==> src/rtl/atm_pkg.sv <==
// Shared encodings for the ATM session controller: FSM states, error codes
// and menu option codes.
package atm_pkg;

    typedef enum logic [3:0] {
        S_IDLE     = 4'd0,
        S_AUTH     = 4'd1,
        S_LANG     = 4'd2,
        S_MENU     = 4'd3,
        S_BALANCE  = 4'd4,
        S_WITHDRAW = 4'd5,
        S_DEPOSIT  = 4'd6,
        S_TRANSFER = 4'd7
    } state_t;

    localparam logic [2:0] ERR_NONE    = 3'd0;
    localparam logic [2:0] ERR_RANGE   = 3'd1;
    localparam logic [2:0] ERR_LOCKED  = 3'd2;
    localparam logic [2:0] ERR_PIN     = 3'd3;
    localparam logic [2:0] ERR_MENU    = 3'd4;
    localparam logic [2:0] ERR_FUNDS   = 3'd5;
    localparam logic [2:0] ERR_OVF     = 3'd6;
    localparam logic [2:0] ERR_TIMEOUT = 3'd7;

    localparam logic [2:0] MENU_BALANCE  = 3'd0;
    localparam logic [2:0] MENU_WITHDRAW = 3'd1;
    localparam logic [2:0] MENU_DEPOSIT  = 3'd2;
    localparam logic [2:0] MENU_TRANSFER = 3'd3;
    localparam logic [2:0] MENU_LOGOUT   = 3'd4;

    // Codes above MENU_LOGOUT are rejected by the caller before this is used.
    function automatic state_t menu_target(input logic [2:0] opt);
        state_t tgt;
        tgt = S_IDLE;
        case (opt)
            MENU_BALANCE:  tgt = S_BALANCE;
            MENU_WITHDRAW: tgt = S_WITHDRAW;
            MENU_DEPOSIT:  tgt = S_DEPOSIT;
            MENU_TRANSFER: tgt = S_TRANSFER;
            default:       tgt = S_IDLE;
        endcase
        return tgt;
    endfunction

endpackage

==> src/rtl/atm_acct_lookup.sv <==
// Maps an external account number onto {hit, index} for the account table.
// Purely combinational; one copy serves the card, another the transfer target.
module atm_acct_lookup #(
    parameter int NUM_ACCTS = 16,
    parameter int ACC_W     = 12,
    parameter int ACC_BASE  = 2000
) (
    input  logic [ACC_W-1:0]             acc,
    output logic                         hit,
    output logic [$clog2(NUM_ACCTS)-1:0] idx
);

    logic [31:0] acc_ext;
    logic [31:0] offset;

    always_comb begin
        acc_ext = 32'(acc);
        offset  = acc_ext - 32'(ACC_BASE);
        hit     = (acc_ext >= 32'(ACC_BASE)) && (offset < 32'(NUM_ACCTS));
        idx     = offset[$clog2(NUM_ACCTS)-1:0];
    end

endmodule

==> src/rtl/atm_session_ctrl.sv <==
// ATM session controller: card/PIN authentication with lockout, language
// select, and single-cycle balance/withdraw/deposit/transfer operations.
module atm_session_ctrl
    import atm_pkg::*;
#(
    parameter int NUM_ACCTS   = 16,
    parameter int ACC_W       = 12,
    parameter int PIN_W       = 14,
    parameter int AMT_W       = 20,
    parameter int ACC_BASE    = 2000,
    parameter int MAX_TRIES   = 3,
    parameter int TIMEOUT_CYC = 1024,
    parameter int INIT_BAL    = 1000
) (
    input  logic             clk,
    input  logic             rst_n,
    input  logic             card_in,
    input  logic [ACC_W-1:0] account_num,
    input  logic [PIN_W-1:0] pin,
    input  logic             pin_valid,
    input  logic             language,
    input  logic [2:0]       menu_option,
    input  logic             menu_valid,
    input  logic [AMT_W-1:0] amount,
    input  logic [ACC_W-1:0] dest_acc,
    input  logic             exit,
    output logic [AMT_W-1:0] balance,
    output logic             done,
    output logic             error,
    output logic [2:0]       err_code,
    output logic             locked,
    output logic             language_out,
    output logic [3:0]       state
);

    localparam int IDX_W = $clog2(NUM_ACCTS);
    localparam int TRY_W = $clog2(MAX_TRIES + 1);
    localparam int TO_W  = $clog2(TIMEOUT_CYC + 1);

    // Carry-out of the widened sum flags an overflow of the AMT_W balance.
    function automatic logic [AMT_W:0] wide_sum(input logic [AMT_W-1:0] a,
                                                input logic [AMT_W-1:0] b);
        return {1'b0, a} + {1'b0, b};
    endfunction

    state_t             state_q;
    logic [AMT_W-1:0]   bal_mem [NUM_ACCTS];
    logic [NUM_ACCTS-1:0] lock_bits;
    logic [IDX_W-1:0]   sess_idx;
    logic [TRY_W-1:0]   tries;
    logic [TO_W-1:0]    to_cnt;

    logic               src_hit;
    logic [IDX_W-1:0]   src_idx;
    logic               dst_hit;
    logic [IDX_W-1:0]   dst_idx;

    atm_acct_lookup #(
        .NUM_ACCTS(NUM_ACCTS),
        .ACC_W    (ACC_W),
        .ACC_BASE (ACC_BASE)
    ) u_src_lookup (
        .acc(account_num),
        .hit(src_hit),
        .idx(src_idx)
    );

    atm_acct_lookup #(
        .NUM_ACCTS(NUM_ACCTS),
        .ACC_W    (ACC_W),
        .ACC_BASE (ACC_BASE)
    ) u_dst_lookup (
        .acc(dest_acc),
        .hit(dst_hit),
        .idx(dst_idx)
    );

    logic [AMT_W-1:0] cur_bal;
    logic [AMT_W-1:0] dst_bal;
    logic             wd_ok;
    logic [AMT_W-1:0] wd_res;
    logic [AMT_W:0]   dep_sum;
    logic [AMT_W:0]   xfer_sum;
    logic             pin_ok;
    logic             any_valid;
    logic             waiting;
    logic             timeout_hit;
    logic [TRY_W-1:0] tries_inc;

    assign cur_bal     = bal_mem[sess_idx];
    assign dst_bal     = bal_mem[dst_idx];
    assign wd_ok       = (amount <= cur_bal);
    assign wd_res      = cur_bal - amount;
    assign dep_sum     = wide_sum(cur_bal, amount);
    assign xfer_sum    = wide_sum(dst_bal, amount);
    assign pin_ok      = (pin == PIN_W'(sess_idx));
    assign any_valid   = card_in | pin_valid | menu_valid;
    assign waiting     = (state_q == S_AUTH) || (state_q == S_LANG) || (state_q == S_MENU);
    assign timeout_hit = waiting && !any_valid && (to_cnt == TO_W'(TIMEOUT_CYC - 1));
    assign tries_inc   = tries + TRY_W'(1);

    assign locked = src_hit && lock_bits[src_idx];
    assign state  = state_q;

    always_ff @(posedge clk or negedge rst_n) begin
        if (!rst_n) begin
            state_q      <= S_IDLE;
            balance      <= '0;
            done         <= 1'b0;
            error        <= 1'b0;
            err_code     <= ERR_NONE;
            language_out <= 1'b0;
            lock_bits    <= '0;
            sess_idx     <= '0;
            tries        <= '0;
            to_cnt       <= '0;
            for (int i = 0; i < NUM_ACCTS; i++) begin
                bal_mem[i] <= AMT_W'(INIT_BAL);
            end
        end else begin
            done     <= 1'b0;
            error    <= 1'b0;
            err_code <= ERR_NONE;
            // Quiet cycles in a waiting state accumulate; anything else restarts the count.
            to_cnt   <= (waiting && !any_valid) ? to_cnt + TO_W'(1) : '0;

            if (exit) begin
                state_q <= S_IDLE;
                to_cnt  <= '0;
            end else if (timeout_hit) begin
                state_q  <= S_IDLE;
                error    <= 1'b1;
                err_code <= ERR_TIMEOUT;
                to_cnt   <= '0;
            end else begin
                case (state_q)
                    S_IDLE: begin
                        if (card_in) begin
                            if (!src_hit) begin
                                error    <= 1'b1;
                                err_code <= ERR_RANGE;
                            end else if (lock_bits[src_idx]) begin
                                error    <= 1'b1;
                                err_code <= ERR_LOCKED;
                            end else begin
                                sess_idx <= src_idx;
                                tries    <= '0;
                                state_q  <= S_AUTH;
                            end
                        end
                    end
                    S_AUTH: begin
                        if (pin_valid) begin
                            if (pin_ok) begin
                                tries   <= '0;
                                state_q <= S_LANG;
                            end else begin
                                error    <= 1'b1;
                                err_code <= ERR_PIN;
                                if (tries_inc == TRY_W'(MAX_TRIES)) begin
                                    lock_bits[sess_idx] <= 1'b1;
                                    tries               <= '0;
                                    state_q             <= S_IDLE;
                                end else begin
                                    tries <= tries_inc;
                                end
                            end
                        end
                    end
                    S_LANG: begin
                        language_out <= language;
                        state_q      <= S_MENU;
                        to_cnt       <= '0;
                    end
                    S_MENU: begin
                        if (menu_valid) begin
                            if (menu_option > MENU_LOGOUT) begin
                                error    <= 1'b1;
                                err_code <= ERR_MENU;
                            end else begin
                                state_q <= menu_target(menu_option);
                            end
                        end
                    end
                    S_BALANCE: begin
                        balance <= cur_bal;
                        done    <= 1'b1;
                        state_q <= S_MENU;
                    end
                    S_WITHDRAW: begin
                        if (wd_ok) begin
                            bal_mem[sess_idx] <= wd_res;
                            balance           <= wd_res;
                            done              <= 1'b1;
                        end else begin
                            error    <= 1'b1;
                            err_code <= ERR_FUNDS;
                        end
                        state_q <= S_MENU;
                    end
                    S_DEPOSIT: begin
                        if (dep_sum[AMT_W]) begin
                            error    <= 1'b1;
                            err_code <= ERR_OVF;
                        end else begin
                            bal_mem[sess_idx] <= dep_sum[AMT_W-1:0];
                            balance           <= dep_sum[AMT_W-1:0];
                            done              <= 1'b1;
                        end
                        state_q <= S_MENU;
                    end
                    S_TRANSFER: begin
                        // Checks are ordered so that only one error is reported and no account moves on failure.
                        if (!dst_hit || (dst_idx == sess_idx)) begin
                            error    <= 1'b1;
                            err_code <= ERR_RANGE;
                        end else if (!wd_ok) begin
                            error    <= 1'b1;
                            err_code <= ERR_FUNDS;
                        end else if (xfer_sum[AMT_W]) begin
                            error    <= 1'b1;
                            err_code <= ERR_OVF;
                        end else begin
                            bal_mem[sess_idx] <= wd_res;
                            bal_mem[dst_idx]  <= xfer_sum[AMT_W-1:0];
                            balance           <= wd_res;
                            done              <= 1'b1;
                        end
                        state_q <= S_MENU;
                    end
                    default: state_q <= S_IDLE;
                endcase
            end
        end
    end

endmodule

==> config.mk <==
export PLATFORM = sky130hd
export DESIGN_NAME = atm_session_ctrl
export DESIGN_NICKNAME = d
export VERILOG_FILES = /design/src/rtl/atm_pkg.sv /design/src/rtl/atm_acct_lookup.sv /design/src/rtl/atm_session_ctrl.sv
export SDC_FILE = /design/constraint.sdc
export NUM_CORES = 2
export LEC_CHECK = 0
export BUFFER_PORTS_ARGS = -buffer_cell sky130_fd_sc_hd__buf_2
export CAP_MARGIN = 15
export CORE_AREA = 5 5 343 345
export CTS_BUF_LIST = sky130_fd_sc_hd__clkbuf_8 sky130_fd_sc_hd__clkbuf_16
export DETAILED_ROUTE_END_ITERATION = 7
export DIE_AREA = 0 0 348 350
export MAX_ROUTING_LAYER = met4
export PLACE_DENSITY = 0.46
export SYNTH_ARGS = -nofsm -noshare
export SYNTH_HDL_FRONTEND = slang
export SYNTH_SLANG_ARGS = --single-unit
==> constraint.sdc <==
create_clock -name clk -period 7.5 [get_ports clk]
set_input_delay 1.125 -clock clk [delete_from_list [all_inputs] [get_ports clk]]
set_output_delay 1.125 -clock clk [all_outputs]
set_load 0.03 [all_outputs]
# Word level (Yosys, flattened, before mapping)
# Index checks and enable logic that the tools add are counted.
dict set report classes {
  eq_ne 30
  bitwise 9
  mux 90
  order_cmp 13
  n_addsub 7
  n_reduce_logical 26
}
# cell n
set ops {}
lappend ops {{$mux W320} 5}
lappend ops {{$bwmux W320} 3}
lappend ops {{$pmux W320 S3} 1}
lappend ops {{$mux W20} 11}
lappend ops {{$bmux W20 S4} 2}
lappend ops {{$demux W20 S4} 2}
lappend ops {{$pmux W20 S4} 1}
lappend ops {{$lt A32 B5 Y1 const B} 2}
lappend ops {{$mux W11} 4}
lappend ops {{$add A20 B20 Y21} 2}
lappend ops {{$mux W4} 10}
lappend ops {{$mux W3} 9}
lappend ops {{$sub A12 B11 Y13 const B} 2}
lappend ops {{$ge A12 B11 Y1 const B} 2}
lappend ops {{$ne A4 B4 Y1 const B} 6}
lappend ops {{$mux W1} 23}
lappend ops {{$mux W2} 11}
lappend ops {{$le A20 B20 Y1} 1}
lappend ops {{$sub A20 B20 Y20} 1}
lappend ops {{$ne A2 B2 Y1 const B} 9}
lappend ops {{$pmux W3 S6} 1}
lappend ops {{$eq A4 B3 Y1 const B} 4}
lappend ops {{$or A16 B16 Y16} 1}
lappend ops {{$pmux W4 S4} 1}
lappend ops {{38 further kinds} 61}
dict set report word_totals {
  inputBits 68
  wordCells 201
  output_inout_bits 31
  regBits 383
}

# Longest topological paths before layout
dict set report logic_depth {
  ltp_word 12
  ltp_mapped 21
  depth_no_buf 16
}

# By module
# From an unflattened synthesis, not the netlist that was laid out.
dict set report hier_totals {
  cells_unflattened 3063
  hier_area_um2 28494.8
}
# mod cells_per_inst area_each_um2 n_inst seq_area_each_um2
set by_module_without_submodules {}
lappend by_module_without_submodules {atm_session_ctrl 3049 28392.2 1 9679.3}
lappend by_module_without_submodules {atm_acct_lookup 7 51.3 2 0.0}

# Worst setup path before layout
# OpenSTA, ideal clock, no wires.
dict set report synth_timing {
  path_type {input-to-reg}
  start {input dest_acc[0]}
  end {register bal_mem[98] (netlist bit)}
  required_ns 7.379
  t_arrival_ns 5.827
  path_buffers 5
  setup_ns 0.121
  path_slack_ns 1.552
  path_stages 16
  cell_sequence {clkbuf_1 -> clkbuf_1 -> buf_1 -> mux4_2 -> mux4_2 -> ha_1 -> buf_2 -> a2111o_1 -> o21a_1 -> or4b_1 -> a31o_1 -> a21oi_2 -> xor2_2 -> buf_4 -> o22ai_1 -> a22o_1}
}
dict set report synth_via {
  elab_chain_cells 11
  elab_cells_between_ends 25
  classes_between {2 x add/sub; 4 x order compare; 3 x eq/ne; 10 x mux; 1 x bitwise; 5 x reduce/logical}
}
# item line
set synth_rtl {}
lappend synth_rtl {{from (decl)} atm_session_ctrl.sv:25} ;# input logic [ACC_W-1:0] dest_acc,
lappend synth_rtl {{$sub A12 B11 Y13} atm_acct_lookup.sv:18} ;# offset = acc_ext - 32'(ACC_BASE);
lappend synth_rtl {{$not A4 Y5 (implied by the code)} {atm_session_ctrl.sv:91, atm_session_ctrl.sv:225}}
lappend synth_rtl {{$bmux W20 S4, or another cell as far along} atm_session_ctrl.sv:91} ;# assign dst_bal = bal_mem[dst_idx];
lappend synth_rtl {{$mux W20 (implied by the code) / $logic_and A1 B1 Y1 (equally long branches)} {atm_session_ctrl.sv:91, atm_session_ctrl.sv:225}}
lappend synth_rtl {{$mux W20, on equally long branches} {atm_session_ctrl.sv:91, atm_session_ctrl.sv:225}}
lappend synth_rtl {{$add A20 B20 Y21 / $demux W20 S4 (equally long branches)} {atm_session_ctrl.sv:43, atm_session_ctrl.sv:225}}
lappend synth_rtl {{$bwmux W320} atm_session_ctrl.sv:225} ;# bal_mem[dst_idx] <= xfer_sum[AMT_W-1:0];
lappend synth_rtl {{$mux W320} atm_session_ctrl.sv:220} ;# end else if (xfer_sum[AMT_W]) begin
lappend synth_rtl {{$mux W320} atm_session_ctrl.sv:217} ;# end else if (!wd_ok) begin
lappend synth_rtl {{$mux W320} atm_session_ctrl.sv:214} ;# if (!dst_hit || (dst_idx == sess_idx)) begin
lappend synth_rtl {{$pmux W320 S3} atm_session_ctrl.sv:136} ;# case (state_q)
lappend synth_rtl {{to (signal, indexed assignment)} atm_session_ctrl.sv:206} ;# bal_mem[sess_idx] <= dep_sum[AMT_W-1:0];
lappend synth_rtl {{to (signal, indexed assignment)} atm_session_ctrl.sv:224} ;# bal_mem[sess_idx] <= wd_res;
lappend synth_rtl {{to (signal, indexed assignment)} atm_session_ctrl.sv:225}
lappend synth_rtl {{to (decl)} atm_session_ctrl.sv:47} ;# logic [AMT_W-1:0] bal_mem [NUM_ACCTS];
# Several ways; a longest one is shown, not always the timed one. The select of a mux whose other input is x is not followed.
# A chain may end at the register's enable or synchronous reset.

# Worst setup path in the final report
dict set report layout_timing {
  start {register sess_idx[1]}
  end {register bal_mem[220] (netlist bit)}
}
dict set report layout_via {
  elab_chain_cells 11
  elab_cells_between_ends 28
  classes_between {2 x add/sub; 3 x order compare; 5 x eq/ne; 14 x mux; 1 x bitwise; 3 x reduce/logical}
}
# item line
set layout_rtl {}
lappend layout_rtl {{from (decl)} atm_session_ctrl.sv:49} ;# logic [IDX_W-1:0] sess_idx;
lappend layout_rtl {{from (signal assigned)} atm_session_ctrl.sv:146} ;# sess_idx <= src_idx;
lappend layout_rtl {{$not A4 Y5 (implied by the code)} --}
lappend layout_rtl {{$bmux W20 S4, or another cell as far along} atm_session_ctrl.sv:90} ;# assign cur_bal = bal_mem[sess_idx];
lappend layout_rtl {{$mux W20 (implied by the code) / $logic_and A1 B1 Y1 (equally long branches)} --}
lappend layout_rtl {{$mux W20, on equally long branches} --}
lappend layout_rtl {{$sub A20 B20 Y20 / $demux W20 S4 (equally long branches)} --}
lappend layout_rtl {{$bwmux W320} {atm_session_ctrl.sv:192, atm_session_ctrl.sv:224}}
lappend layout_rtl {{$bwmux W320} atm_session_ctrl.sv:225}
lappend layout_rtl {{$mux W320} atm_session_ctrl.sv:220}
lappend layout_rtl {{$mux W320} atm_session_ctrl.sv:217}
lappend layout_rtl {{$mux W320} atm_session_ctrl.sv:214}
lappend layout_rtl {{$pmux W320 S3} atm_session_ctrl.sv:136}
# Several ways; a longest one is shown, not always the timed one. The select of a mux whose other input is x is not followed.

==> key figures <==
Placed design
  – Detailed Place HPWL: about 92 mm
  – PortBufs: a little under 100
  – GPL Wtd Cong: 0.942
  – Dpl cells: around 4,500

STA
  – Tightest Pin Transition: around 1.4 ns
  – Fmax: 0.153 GHz
  – Skew final: 0.0252 ns
  – Fin. Hold Viols: 0
  – TNS Setup: 0 ns
  – Relative slew slack: 0.0695
  – RSZ-0062 raised after global routing: false
  – Crit path time final: approximately 6.5 ns
  – Final setup fails: 0
  – Slew Viols, Final: 0
  – Final critical-path share of the clock period: 0.871
  – Worst hold slack: 0.449 ns

Setup path
  – Data arrival time of the critical path: 7.03 ns
  – Most used cell, CP: mux4_2
  – Crit path cell chain: buf_4 > mux4_2 > mux4_2 > ha_1 > nand2_1 > o41ai_1 > nor3_1 > nor4_2 > nor3b_4 > buf_12 > o21ai_0 > a22o_1
  – Startpoint types: flip-flop
  – CP max stage cell: dfrtp_4
  – Crit-path max FO: slightly above 50
  – Worst setup EP type: flip-flop
  – Max stage delay on crit path: between 1 and 1.5 ns
  – RR Startpoint: sess_idx[1]
  – Critical path type: reg -> reg
  – Worst EP required: roughly 8 ns
  – R2r endpoint: bal_mem[220]
  – Worst reg-to-reg setup slack: between 0.9 and 1 ns
  – Worst R2R Path Depth: 12

Yosys
  – Most frequent cell after synthesis: a21oi_1
  – Synth top cells by count: a21oi_1, o21ai_0, dfrtp_1
  – Simple-gate share of the synthesized area: 0.0917
  – Synth area leader: dfrtp_1
  – Most used DFF post-synth: dfrtp_1
  – Ys async rst share: 1.00
  – Register bit count reported by yosys: between 300 and 400
  – Adder-cell share of the synthesized area: 0.0290
  – Proportion of synthesized area in mux cells: 0.168
  – Synth Warn #: 0
  – EDFF count, synth: 0
  – Seq/Total Area, Yosys: 0.341
  – Share of the synthesized area in compound gates (AO/OA/AOI/OAI): 0.294
  – Mapped Cells: about 3,100
  – Synth Cell Area: approximately 28,000 um^2
  – Main combinational cell family by area after synthesis: compound AO/OA/AOI/OAI gates
  – Syn nets: about 3,200
  – Mean post-synth cell area: about 9.2 um^2
  – Synth cell types: 86
  – XOR/XNOR Fraction of Synth Area: 0.0224
  – Post-synth top area share: 0.252
  – Synth top area cells: dfrtp_1, mux4_2, a21oi_1

Routing
  – DRT iter0 DRCs: 3,661
  – Post-route DRC violation count: 0
  – Routed WL per cell: approximately 31 um
  – Remaining antenna violation count: 0
  – Pre-Repair DR Iteration Count: 7
  – DR vias: 28,491
  – Via-per-instance ratio: ~6.1
  – WL final: 144 mm

Power
  – Leak Pwr: between 10 and 15 nW
  – Pwr Total: between 0.005 and 0.006 W
  – Pwr/cell area: approximately 150 nW/um^2
  – Peak VDD IR: around 0.16 mV

Clocking
  – CTS sink cnt: 382
  – CTS Hold Bufs: 0
  – Max clock buf depth: 3
  – CTS tree: done
  – H-tree Lvls: 2
  – Worst skew pair latency: roughly 0.63 ns
  – Clk root buf: clkbuf_16
  – Post-CTS sizing: 0
  – Clock-pin transition on the worst setup and hold timing paths: roughly 0.06 ns
  – Total CTS buffers: 50
  – Setup Fix Bufs, Post-CTS: 0

Floorplan
  – Core ar.: 114,000 um^2
  – Die height: roughly 350 um
  – Die Width: roughly 350 um
  – # rows: approximately 120
  – DIE AREA: around 120,000 um^2
  – IO Count: 99
  – Initial core utilization: 0.249

Global routing
  – Vias in the first global route: 26,857
  – First-pass GRT wire length: about 200 mm
  – Gr usage total: 0.235
  – Pin count of the biggest net entering global routing: 140
  – Antenna violations before repair: 4
  – Overflow after GRT: 0

Cells and area
  – Area delta synth->final: 14.6%
  – Share of layout cells above drive strength 1: 0.221
  – Finished Layout Cells: 4,640
  – Layout net count: roughly 3,200
  – Fill cell count: 12,061
  – Area of the multi-input gates: ~17,000 um^2
  – Register Area: 9690 um^2
  – Final Util: 0.286

Hold path
  – Worst Hold Depth: 1
  – Min-delay src: lock_bits[5]
  – Hold Path End: lock_bits[5]
  – Worst min path class: reg -> reg

Run
  – MaxCap Viol Count: 0

Outcome
  – Status: finished clean
[worst max-delay path by stage]
| stage | start | end | slack (ns) | cells past startpoint |
|---|---|---|---|---|
| after floorplan | dest_acc[0] | bal_mem[98] | 1.55 | 16 |
| after global placement | sess_idx[0] | bal_mem[170] | 0.95 | 15 |
| after detailed placement | dest_acc[0] | balance[17] | 0.93 | 16 |
| after CTS | sess_idx[0] | bal_mem[190] | 1.0 | 14 |
| after global routing | sess_idx[0] | bal_mem[230] | 0.66 | 13 |
| final | sess_idx[1] | bal_mem[220] | 0.97 | 12 |
[per-stage QoR]
stage	setup slack, ns	area [um^2]
2_1_floorplan	1.55	28400
3_3_place_gp	0.951	30800
3_5_place_dp	0.926	30800
4_1_cts	0.999	32500
5_1_grt	0.658	32500
6_report	0.971	32500
[final cells by class]
class                      instances  share of cell area
multi-input combinational       2342               0.532
clock buffer                      63              0.0450
inverter                          51             0.00588
clock inverter                    31             0.00596
timing repair buffer             257              0.0552
antenna                            2            0.000154
sequential                       382               0.298
tap                             1512              0.0581
[layer usage]
layer / global-route usage / vias up / share of wire
met5: - / - / 0
met4: 0.117 / 0 / 0.065
met3: 0.0608 / 452 / 0.11
met2: 0.348 / 1732 / 0.44
met1: 0.297 / 14428 / 0.39
li1: - / 11879 / -
[flip-flops by register name (all words and copies together), names as in the netlist]
signal / flops
error: 1
done: 1
tries: 2
to_cnt: 11
sess_idx: 4
balance: 20
state: 3
err_code: 3
bal_mem: 320
language_out: 1
lock_bits: 16
[report_power, final]
group,internal (W),leakage [nW],switching (W)
logic,0.000130,7.11,0.000341
clock network,0.00144,0.878,0.00106
registers,0.00207,4.96,0.0000101
[worst max-delay path, delay by kind of cell (launching register included)]
family	cells	cell delay (ns)
multiplexers	2	0.99
adder cells (fa/ha/maj)	1	0.52
flip-flops	1	1.04
AO/OA/AOI/OAI	3	1.65
buffers and inverters	2	0.79
AND/OR/NAND/NOR	4	1.27
[cells in the final DEF (no fill, tap or decap), types with 12 or more instances in the layout]
cell       netlist  final
nor3_1          27     25
nor2b_1         16     16
inv_1           51     64
a211oi_1        14     13
xnor2_1         36     34
a22oi_1         16     16
clkbuf_16        0     53
a21o_1          38     38
buf_2           61     94
o221ai_1        30     30
and2_1          16     16
clkinv_2         0     14
o21ai_1         15     16
a22o_1          75     75
xor2_1          33     32
o22ai_1        233    233
buf_4            4    152
mux4_2         205    205
o21ai_0        349    347
nand3_1         43     39
o31ai_1         12     12
dfstp_2         96     96
a221o_1         13     13
dfrtp_1        286    282
a21oi_1        523    523
nor2_1         217    215
nand2_1        164    159
ha_1            61     61
nand2b_1        23     23
a31oi_1         15     15
[cell families after synthesis]
logic type,count (synthesis)
compound gates,1414
xor+xnor,71
fa+ha+maj,64
buf+inv,371
flops,382
mux,219
other cells,1
simple gates,573
(Power assumes the default switching activity.)
